<file path="src/rtl/asip_pkg.sv">
// Shared types and widths for the ASIP data-memory path.
// Owner tags, arbiter state and round-robin pointer encodings.
package asip_pkg;

  localparam int ADDR_W = 16;
  localparam int DATA_W = 24;

  typedef enum logic [1:0] {
    OWN_NONE = 2'd0,
    OWN_CORE = 2'd1,
    OWN_EXT  = 2'd2
  } owner_e;

  typedef enum logic {
    ARB_IDLE      = 1'b0,
    ARB_EXT_BURST = 1'b1
  } arb_state_e;

  typedef enum logic {
    RR_CORE = 1'b0,
    RR_EXT  = 1'b1
  } rr_e;

  // Tag pushed into the return pipe for one granted access.
  function automatic owner_e rd_owner(
    input logic cgnt,
    input logic cwe,
    input logic egnt,
    input logic ewe
  );
    owner_e t;
    t = OWN_NONE;
    if (cgnt && !cwe) t = OWN_CORE;
    if (egnt && !ewe) t = OWN_EXT;
    return t;
  endfunction

endpackage

</file>
<file path="src/rtl/rd_tag_pipe.sv">
// Delay line of read-owner tags matching the memory read latency.
// The exiting tag selects which requester sees rvalid.
module rd_tag_pipe
  import asip_pkg::*;
#(
  parameter int DEPTH = 1
) (
  input  logic   clk,
  input  logic   rst,
  input  owner_e i_tag,
  output owner_e o_tag
);

  owner_e r_pipe [DEPTH];

  always_ff @(posedge clk or posedge rst) begin
    if (rst) begin
      for (int i = 0; i < DEPTH; i++) begin
        r_pipe[i] <= OWN_NONE;
      end
    end else begin
      r_pipe[0] <= i_tag;
      for (int i = 1; i < DEPTH; i++) begin
        r_pipe[i] <= r_pipe[i-1];
      end
    end
  end

  assign o_tag = r_pipe[DEPTH-1];

endmodule

</file>
<file path="src/rtl/dmem_arbiter.sv">
// Single-port data memory arbiter: core load/store vs external loader.
// Round-robin in idle, locked bounded loader bursts, tagged read return.
module dmem_arbiter #(
  parameter int ADDR_W    = 16,
  parameter int DATA_W    = 24,
  parameter int MAX_BURST = 8,
  parameter int RD_LAT    = 1
) (
  input  logic              clk,
  input  logic              rst,
  input  logic              core_req,
  input  logic              core_we,
  input  logic [ADDR_W-1:0] core_addr,
  input  logic [DATA_W-1:0] core_wdata,
  output logic              core_gnt,
  output logic              core_stall,
  output logic              core_rvalid,
  output logic [DATA_W-1:0] core_rdata,
  input  logic              ext_req,
  input  logic              ext_we,
  input  logic [ADDR_W-1:0] ext_addr,
  input  logic [DATA_W-1:0] ext_wdata,
  input  logic              ext_last,
  output logic              ext_gnt,
  output logic              ext_rvalid,
  output logic [DATA_W-1:0] ext_rdata,
  output logic [ADDR_W-1:0] mem_addr,
  output logic [DATA_W-1:0] mem_wdata,
  output logic              mem_we,
  input  logic [DATA_W-1:0] mem_rdata
);

  import asip_pkg::*;

  localparam int CNT_W = $clog2(MAX_BURST + 1);
  localparam logic [CNT_W-1:0] BEAT_MAX = CNT_W'(MAX_BURST);
  localparam logic [CNT_W-1:0] BEAT_ONE = CNT_W'(1);

  arb_state_e       r_state;
  arb_state_e       w_state_nxt;
  rr_e              r_rr;
  rr_e              w_rr_nxt;
  logic [CNT_W-1:0] r_beat;
  logic [CNT_W-1:0] w_beat_nxt;
  logic [CNT_W-1:0] w_beat_inc;
  logic             w_core_sel;
  logic             w_ext_sel;
  logic             w_core_gnt;
  logic             w_ext_gnt;
  owner_e           w_tag_in;
  owner_e           w_tag_out;

  always_ff @(posedge clk or posedge rst) begin
    if (rst) begin
      r_state <= ARB_IDLE;
      r_rr    <= RR_CORE;
      r_beat  <= '0;
    end else begin
      r_state <= w_state_nxt;
      r_rr    <= w_rr_nxt;
      r_beat  <= w_beat_nxt;
    end
  end

  assign w_beat_inc = r_beat + BEAT_ONE;

  // Grant selection from state, pointer and requests.
  always_comb begin
    w_core_sel = 1'b0;
    w_ext_sel  = 1'b0;
    unique case (r_state)
      ARB_IDLE: begin
        if (core_req && ext_req) begin
          w_core_sel = (r_rr == RR_CORE);
          w_ext_sel  = (r_rr == RR_EXT);
        end else begin
          w_core_sel = core_req;
          w_ext_sel  = ext_req;
        end
      end
      ARB_EXT_BURST: begin
        w_ext_sel  = ext_req;
        w_core_sel = core_req & ~ext_req;
      end
      default: begin
        w_core_sel = 1'b0;
        w_ext_sel  = 1'b0;
      end
    endcase
  end

  assign w_core_gnt = w_core_sel & ~rst;
  assign w_ext_gnt  = w_ext_sel & ~rst;

  always_comb begin
    w_state_nxt = r_state;
    w_rr_nxt    = r_rr;
    w_beat_nxt  = r_beat;
    unique case (r_state)
      ARB_IDLE: begin
        if (w_core_gnt) begin
          w_rr_nxt = RR_EXT;
        end
        if (w_ext_gnt) begin
          w_rr_nxt = RR_CORE;
          if (!ext_last) begin
            w_state_nxt = ARB_EXT_BURST;
            w_beat_nxt  = BEAT_ONE;
          end
        end
      end
      ARB_EXT_BURST: begin
        // Bubble-fill core grants leave the beat count alone.
        if (w_ext_gnt) begin
          w_beat_nxt = w_beat_inc;
          if (ext_last || (w_beat_inc == BEAT_MAX)) begin
            w_state_nxt = ARB_IDLE;
            w_rr_nxt    = RR_CORE;
            w_beat_nxt  = '0;
          end
        end
      end
      default: begin
        w_state_nxt = ARB_IDLE;
        w_rr_nxt    = RR_CORE;
        w_beat_nxt  = '0;
      end
    endcase
  end

  assign w_tag_in = rd_owner(w_core_gnt, core_we,
                             w_ext_gnt, ext_we);

  rd_tag_pipe #(
    .DEPTH (RD_LAT)
  ) u_tag_pipe (
    .clk   (clk),
    .rst   (rst),
    .i_tag (w_tag_in),
    .o_tag (w_tag_out)
  );

  assign core_gnt    = w_core_gnt;
  assign ext_gnt     = w_ext_gnt;
  assign core_stall  = core_req & ~w_core_gnt;

  assign mem_addr  = w_ext_gnt ? ext_addr : core_addr;
  assign mem_wdata = w_ext_gnt ? ext_wdata : core_wdata;
  assign mem_we    = (w_core_gnt & core_we)
                   | (w_ext_gnt & ext_we);

  assign core_rvalid = (w_tag_out == OWN_CORE);
  assign ext_rvalid  = (w_tag_out == OWN_EXT);
  assign core_rdata  = mem_rdata;
  assign ext_rdata   = mem_rdata;

endmodule

</file>
<file path="config.mk">
export PLATFORM = sky130hd
export DESIGN_NAME = dmem_arbiter
export DESIGN_NICKNAME = d
export VERILOG_FILES = /design/src/rtl/asip_pkg.sv /design/src/rtl/rd_tag_pipe.sv /design/src/rtl/dmem_arbiter.sv
export SDC_FILE = /design/constraint.sdc
export NUM_CORES = 1
export LEC_CHECK = 0
export ABC_AREA = 1
export CAP_MARGIN = 30
export CORE_MARGIN = 2
export CORE_UTILIZATION = 24
export CTS_BUF_LIST = sky130_fd_sc_hd__clkbuf_8
export CTS_CLUSTER_SIZE = 20
export DETAILED_ROUTE_END_ITERATION = 16
export PLACE_DENSITY = 0.83
export SLEW_MARGIN = 20
export SYNTH_ARGS = -nofsm -noshare
export SYNTH_HDL_FRONTEND = slang
export SYNTH_SLANG_ARGS = --single-unit
</file>
<file path="constraint.sdc">
create_clock -name clk -period 2.01 [get_ports clk]
set_clock_uncertainty 0.2 [all_clocks]
set_input_delay 0.201 -clock clk [delete_from_list [all_inputs] [get_ports clk]]
set_output_delay 0.201 -clock clk [all_outputs]
set_load 0.005 [all_outputs]
</file>
# Word level (Yosys, flattened, before mapping)
# Cells that the tools add are included.
[word_totals] latch_bits=0 ram_bits=0 word_cells=56 reg_bits=8 memories=0 romBits=0
[op_classes] n_addsub=1 n_reduce_logical=8 shifts=0 n_bitwise=12 multipliers=0 n_eq_ne=8 n_lt_le_gt_ge=0 muxes=23 n_div=0
[ops] op="24-bit two-way mux" n=1
[ops] op="16-bit two-way mux" n=1
[ops] op="4-bit two-way mux" n=4
[ops] op="1-bit two-way mux" n=11
[ops] op="1-bit one-hot mux with 2 select lines" n=4
[ops] op="4-bit one-hot mux with 2 select lines" n=1
[ops] op="1-bit bitwise AND" n=6
[ops] op="3-bit AND reduction" n=2
[ops] op="1-bit inverter" n=5
[ops] op="4-bit by 1-bit adder with 4-bit output (second input constant)" n=1
[ops] op="4-bit == test (second input constant)" n=1
[ops] op="2-bit by 1-bit inequality test with 1-bit output (second input constant)" n=2
[ops] op="2-bit inequality test (second input constant)" n=2
[ops] op="1-bit logical AND" n=3
[ops] op="3-bit inequality test (second input constant)" n=1
[ops] op="2-bit by 1-bit == test with 1-bit output (second input constant)" n=1
[ops] op="2-bit == test (second input constant)" n=1
[ops] op="1-bit logical NOT" n=2
[ops] op="2-bit two-way mux" n=1
[ops] op="1-bit logical OR" n=1
[ops] op="1-bit OR" n=1

# Longest topological paths before layout
[logic_depth] ltp_word=7 mapped_depth=10 ltp_nobuf=10

# Modules after synthesis
# Synthesis repeated with hierarchy kept, for this count alone.
[hier_totals] hier_cells=247 hier_area_um2=1388.8
[by_module_without_submodules] module="dmem_arbiter" cells_each=244 n_inst=1 area_per_inst_um2=1335.0
[by_module_without_submodules] module="rd_tag_pipe" cells_each=3 n_inst=1 area_per_inst_um2=53.8

# Worst setup path before layout
# Ideal clock, no wire load.
[synth_path] kind="flip-flop to output port" from="register r_state" to="output port mem_addr[0]" path_buffers=2 path_stages_with_launch=9 arrival_time_ps=1025 setup_slack_ps=584 path_cell_list="dfrtp_1 > inv_2 > nand3_2 > nand2_2 > nor2_4 > buf_6 > buf_6 > nand2_1 > nand2_1"
[synth_between] elab_chain_len=4
[synth_rtl] element="start: declaration" line="dmem_arbiter.sv:39" source="arb_state_e r_state;"
[synth_rtl] element="start signal: assignment" line="dmem_arbiter.sv:59" source="r_state <= w_state_nxt;"
[synth_rtl] element="1-bit inverter"
[synth_rtl] element="1-bit one-hot mux with 2 select lines (*)" line="dmem_arbiter.sv:71" source="unique case (r_state)"
[synth_rtl] element="1-bit bitwise AND (*)" line="dmem_arbiter.sv:93" source="assign w_ext_gnt = w_ext_sel & ~rst;"
[synth_rtl] element="16-bit two-way mux (*)" line="dmem_arbiter.sv:147" source="assign mem_addr = w_ext_gnt ? ext_addr : core_addr;"
[synth_rtl] element="end: declaration" line="dmem_arbiter.sv:27" source="output logic [ADDR_W-1:0] mem_addr,"
# Every way passes the cells marked *; elsewhere a longest branch is shown, timed or not.

# Final worst setup path
[layout_path] from="register r_state" to="output port mem_wdata[16]"
[layout_between] elab_chain_len=4
[layout_rtl] element="1-bit inverter"
[layout_rtl] element="1-bit one-hot mux with 2 select lines (*)" line="dmem_arbiter.sv:71"
[layout_rtl] element="1-bit bitwise AND (*)" line="dmem_arbiter.sv:93"
[layout_rtl] element="24-bit two-way mux (*)" line="dmem_arbiter.sv:148" source="assign mem_wdata = w_ext_gnt ? ext_wdata : core_wdata;"
[layout_rtl] element="end: declaration" line="dmem_arbiter.sv:28" source="output logic [DATA_W-1:0] mem_wdata,"
# Marked as above.

==> impl_metrics.toml <==
[run_status]
status = "complete, no violations"

[drt]
drc_errors = 0
via_per_inst = 4.23
ant_nets = 0
num_vias = 1776
drt-total-wl_um = 5290
drt-initial-drc-count = 52
dr.pass1.iters = 4
wl_per_cell_um = 12.6

[cts]
cts_tree = "yes"
h-tree-depth = 1
cts_buffers = 3
cts_sinks = 8
clkTransAtPathRegs_ns = 0.04
clockBufferDepth = 2
clkLatencyLatePin_ns = 0.23
root_buffer = "clkbuf_8"

[timing]
min_period_over_period_pct = 96.7
max_slew.worst_pin.slew_ns = 0.217
slew_headroom_pct = 85.5
finalSetupViolCount = 0
period_needed_ns = 1.94
hold_slack_ns = 0.154
drv_slew = 0
timing.fmax_mhz = 515
hold_viol = 0
rsz0062_at_grt = "true"
worst_slack_ns = 0.0669

[cells_and_area]
layout.nets = 463
area.sequential_um2 = 200
multi_input_comb_area_um2 = 729
drive_gt1_share_pct = 17.2
nFillCells = 548
n_antenna_cell = 0
area_growth_pct = 94.3

[synthesis]
synth_top_area_cell = "nand2_1"
ys_ff_latch = 8
synthDistinctLibCells = 14
seq_area_frac_synth_pct = 14.7
synth_cells = 246
async_flop_share_pct = 100
avgSynthCellArea_um2 = 5.55
yosys-top-cells-count = "nand2_1, buf_4, inv_1, dfrtp_1, nor2_1"
synth_area_um2 = 1370
syn_nets = 359
yosysWarnings = 0
yosysMostFrequentCell = "nand2_1"
synth-edff-count = 0
synth_top_area_share_pct = 40.4
synth_flop_cell = "dfrtp_1"
ys_top_cells_by_area = "nand2_1, buf_4, dfrtp_1, buf_6, inv_1"

[critical_path]
rrSetupSlack_ns = 0.25
endpoint_kind = "primary output"
critical_path.slowest_cell = "dfrtp_1"
slowest_delay_ns = 0.39
reg2regPathDepth = 11
reg2reg_from = "r_state"
worstReg2RegEnd = "r_beat[2]"
crit_start = "r_state"
critPathKind = "reg2out"
start_kind = "register"
path_cells = "inv_2 > nand3_4 > nand2_4 > nor2_4 > buf_12 > buf_16 > buf_4 > nand2_2 > nand2_1 > clkbuf_2"
cp_data_arrival_time_ns = 1.54
crit_fanout = 8
worstPathRequired_ns = 1.61

[floorplan]
die_h_um = 79.4
num_io_pins = 205
core_um2 = 5510
die_w_um = 79.4
rows = 27
start_util_pct = 24.8
die_area_um2 = 6310

[run]
maxCapViolations = 0

[global_route]
grt_max_degree = 26
grt_pass1_wl_um = 7680
grt_pass1_vias = 1695
track_usage_pct = 15.3
overflow = 0
antenna_found_initial = 0

[pwr]
p_leak_nw = 1.37
powerDensity_nw_per_um2 = 411
ir_drop_mv = 0.394

[placed_design]
pre_cts_ws_ns = -0.218
finalWeightedCongestion = 0.725
portBuffers = 132
dp_hpwl_um = 4010

[hold_path]
worstHoldPathType = "in2async"
registers in the layout, summed over array words and instances (netlist names):
| signal | count |
|---|---|
| r_state | 1 |
| r_rr | 1 |
| u_tag_pipe.o_tag | 2 |
| r_beat | 4 |
timing repair:
action	CTS	global route
pin swaps	1	4
gates cloned	2	1
setup buffers	10	0
setup endpoints to repair	44	32
resized for setup	77	47
hold buffers	0	0
worst max-delay path by stage:
| stage | to | slack (ns) | cells past startpoint |
|---|---|---|---|
| CTS | mem_wdata[1] | -0.02 | 10 |
| finish | mem_wdata[16] | 0.07 | 10 |
| detailed placement | mem_wdata[23] | -0.22 | 8 |
| floorplan | mem_addr[0] | 0.58 | 8 |
| global route | mem_wdata[16] | -0.02 | 10 |
| global placement | mem_wdata[19] | -0.18 | 8 |
cells in the final DEF (no fill, tap or decap):
cell type	Yosys	routed
dfrtp_1	8	8
clkbuf_2	0	8
nand2_2	1	11
nand2_4	0	1
nand3_1	4	4
buf_4	48	10
clkdlybuf4s15_1	0	16
dlygate4sd2_1	0	14
buf_2	5	8
clkbuf_16	0	1
inv_1	11	10
nor2_1	8	8
nand3_4	0	1
nand2_1	147	136
ha_1	2	2
nand3_2	2	1
inv_2	1	2
buf_12	0	5
buf_6	4	6
clkbuf_8	0	3
clkdlybuf4s50_1	0	86
nand4_1	4	4
buf_16	0	2
nor2_4	1	1
stage by stage:
step | area, um^2 | power (W) | util [%] | TNS (ns) | cells
after floorplan | 1370 | 0.000525 | - | 0 | 246
after global placement | 2480 | 0.000860 | 45.0 | -5.89 | 404
after detailed placement | 2480 | 0.000874 | 45.0 | -8.10 | 404
after CTS | 2600 | 0.00108 | 47.2 | -0.0529 | 419
after global routing | 2650 | 0.00118 | 48.2 | -0.0432 | 420
final | 2650 | 0.00109 | 48.2 | 0 | 420
cells by family (layout without fill, tap and decap cells):
kind of cell             count (synthesis)  after routing  synth area share (%)
AND/OR/NAND/NOR                        167            167                  48.7
buffers and inverters                   69            171                  34.8
flip-flops                               8              8                  14.7
adder cells (fa/ha/maj)                  2              2                  1.83
final cells by class:
class                           count  area share [%]
Multi-Input combinational cell    169            27.5
Sequential cell                     8            7.55
Tap cell                           72            3.40
Timing Repair Buffer              156            58.3
Clock buffer                        3            1.56
Inverter                           12            1.70
worst max-delay path, delay by kind of cell (launching register included):
| family | cells | cell delay [ns] |
|---|---|---|
| buffers and inverters | 5 | 0.60 |
| DFF | 1 | 0.39 |
| and+or+nand+nor | 5 | 0.30 |
layer usage:
metal  vias up  wire [um]  GRT usage (%)
met5         -          0              0
met2       114       2720           29.8
met4         0         68           4.48
met1       764       1930           15.3
li1        891          -              -
met3         7        571           4.98
power by group:
part	switching [W]	internal (W)	leakage [nW]	total [W]
combinational	0.000268	0.000401	1.25	0.000669
clock	0.0000652	0.000130	0.0216	0.000195
sequential	0.0000347	0.000192	0.104	0.000227
Power figures use the tool's default switching activity.
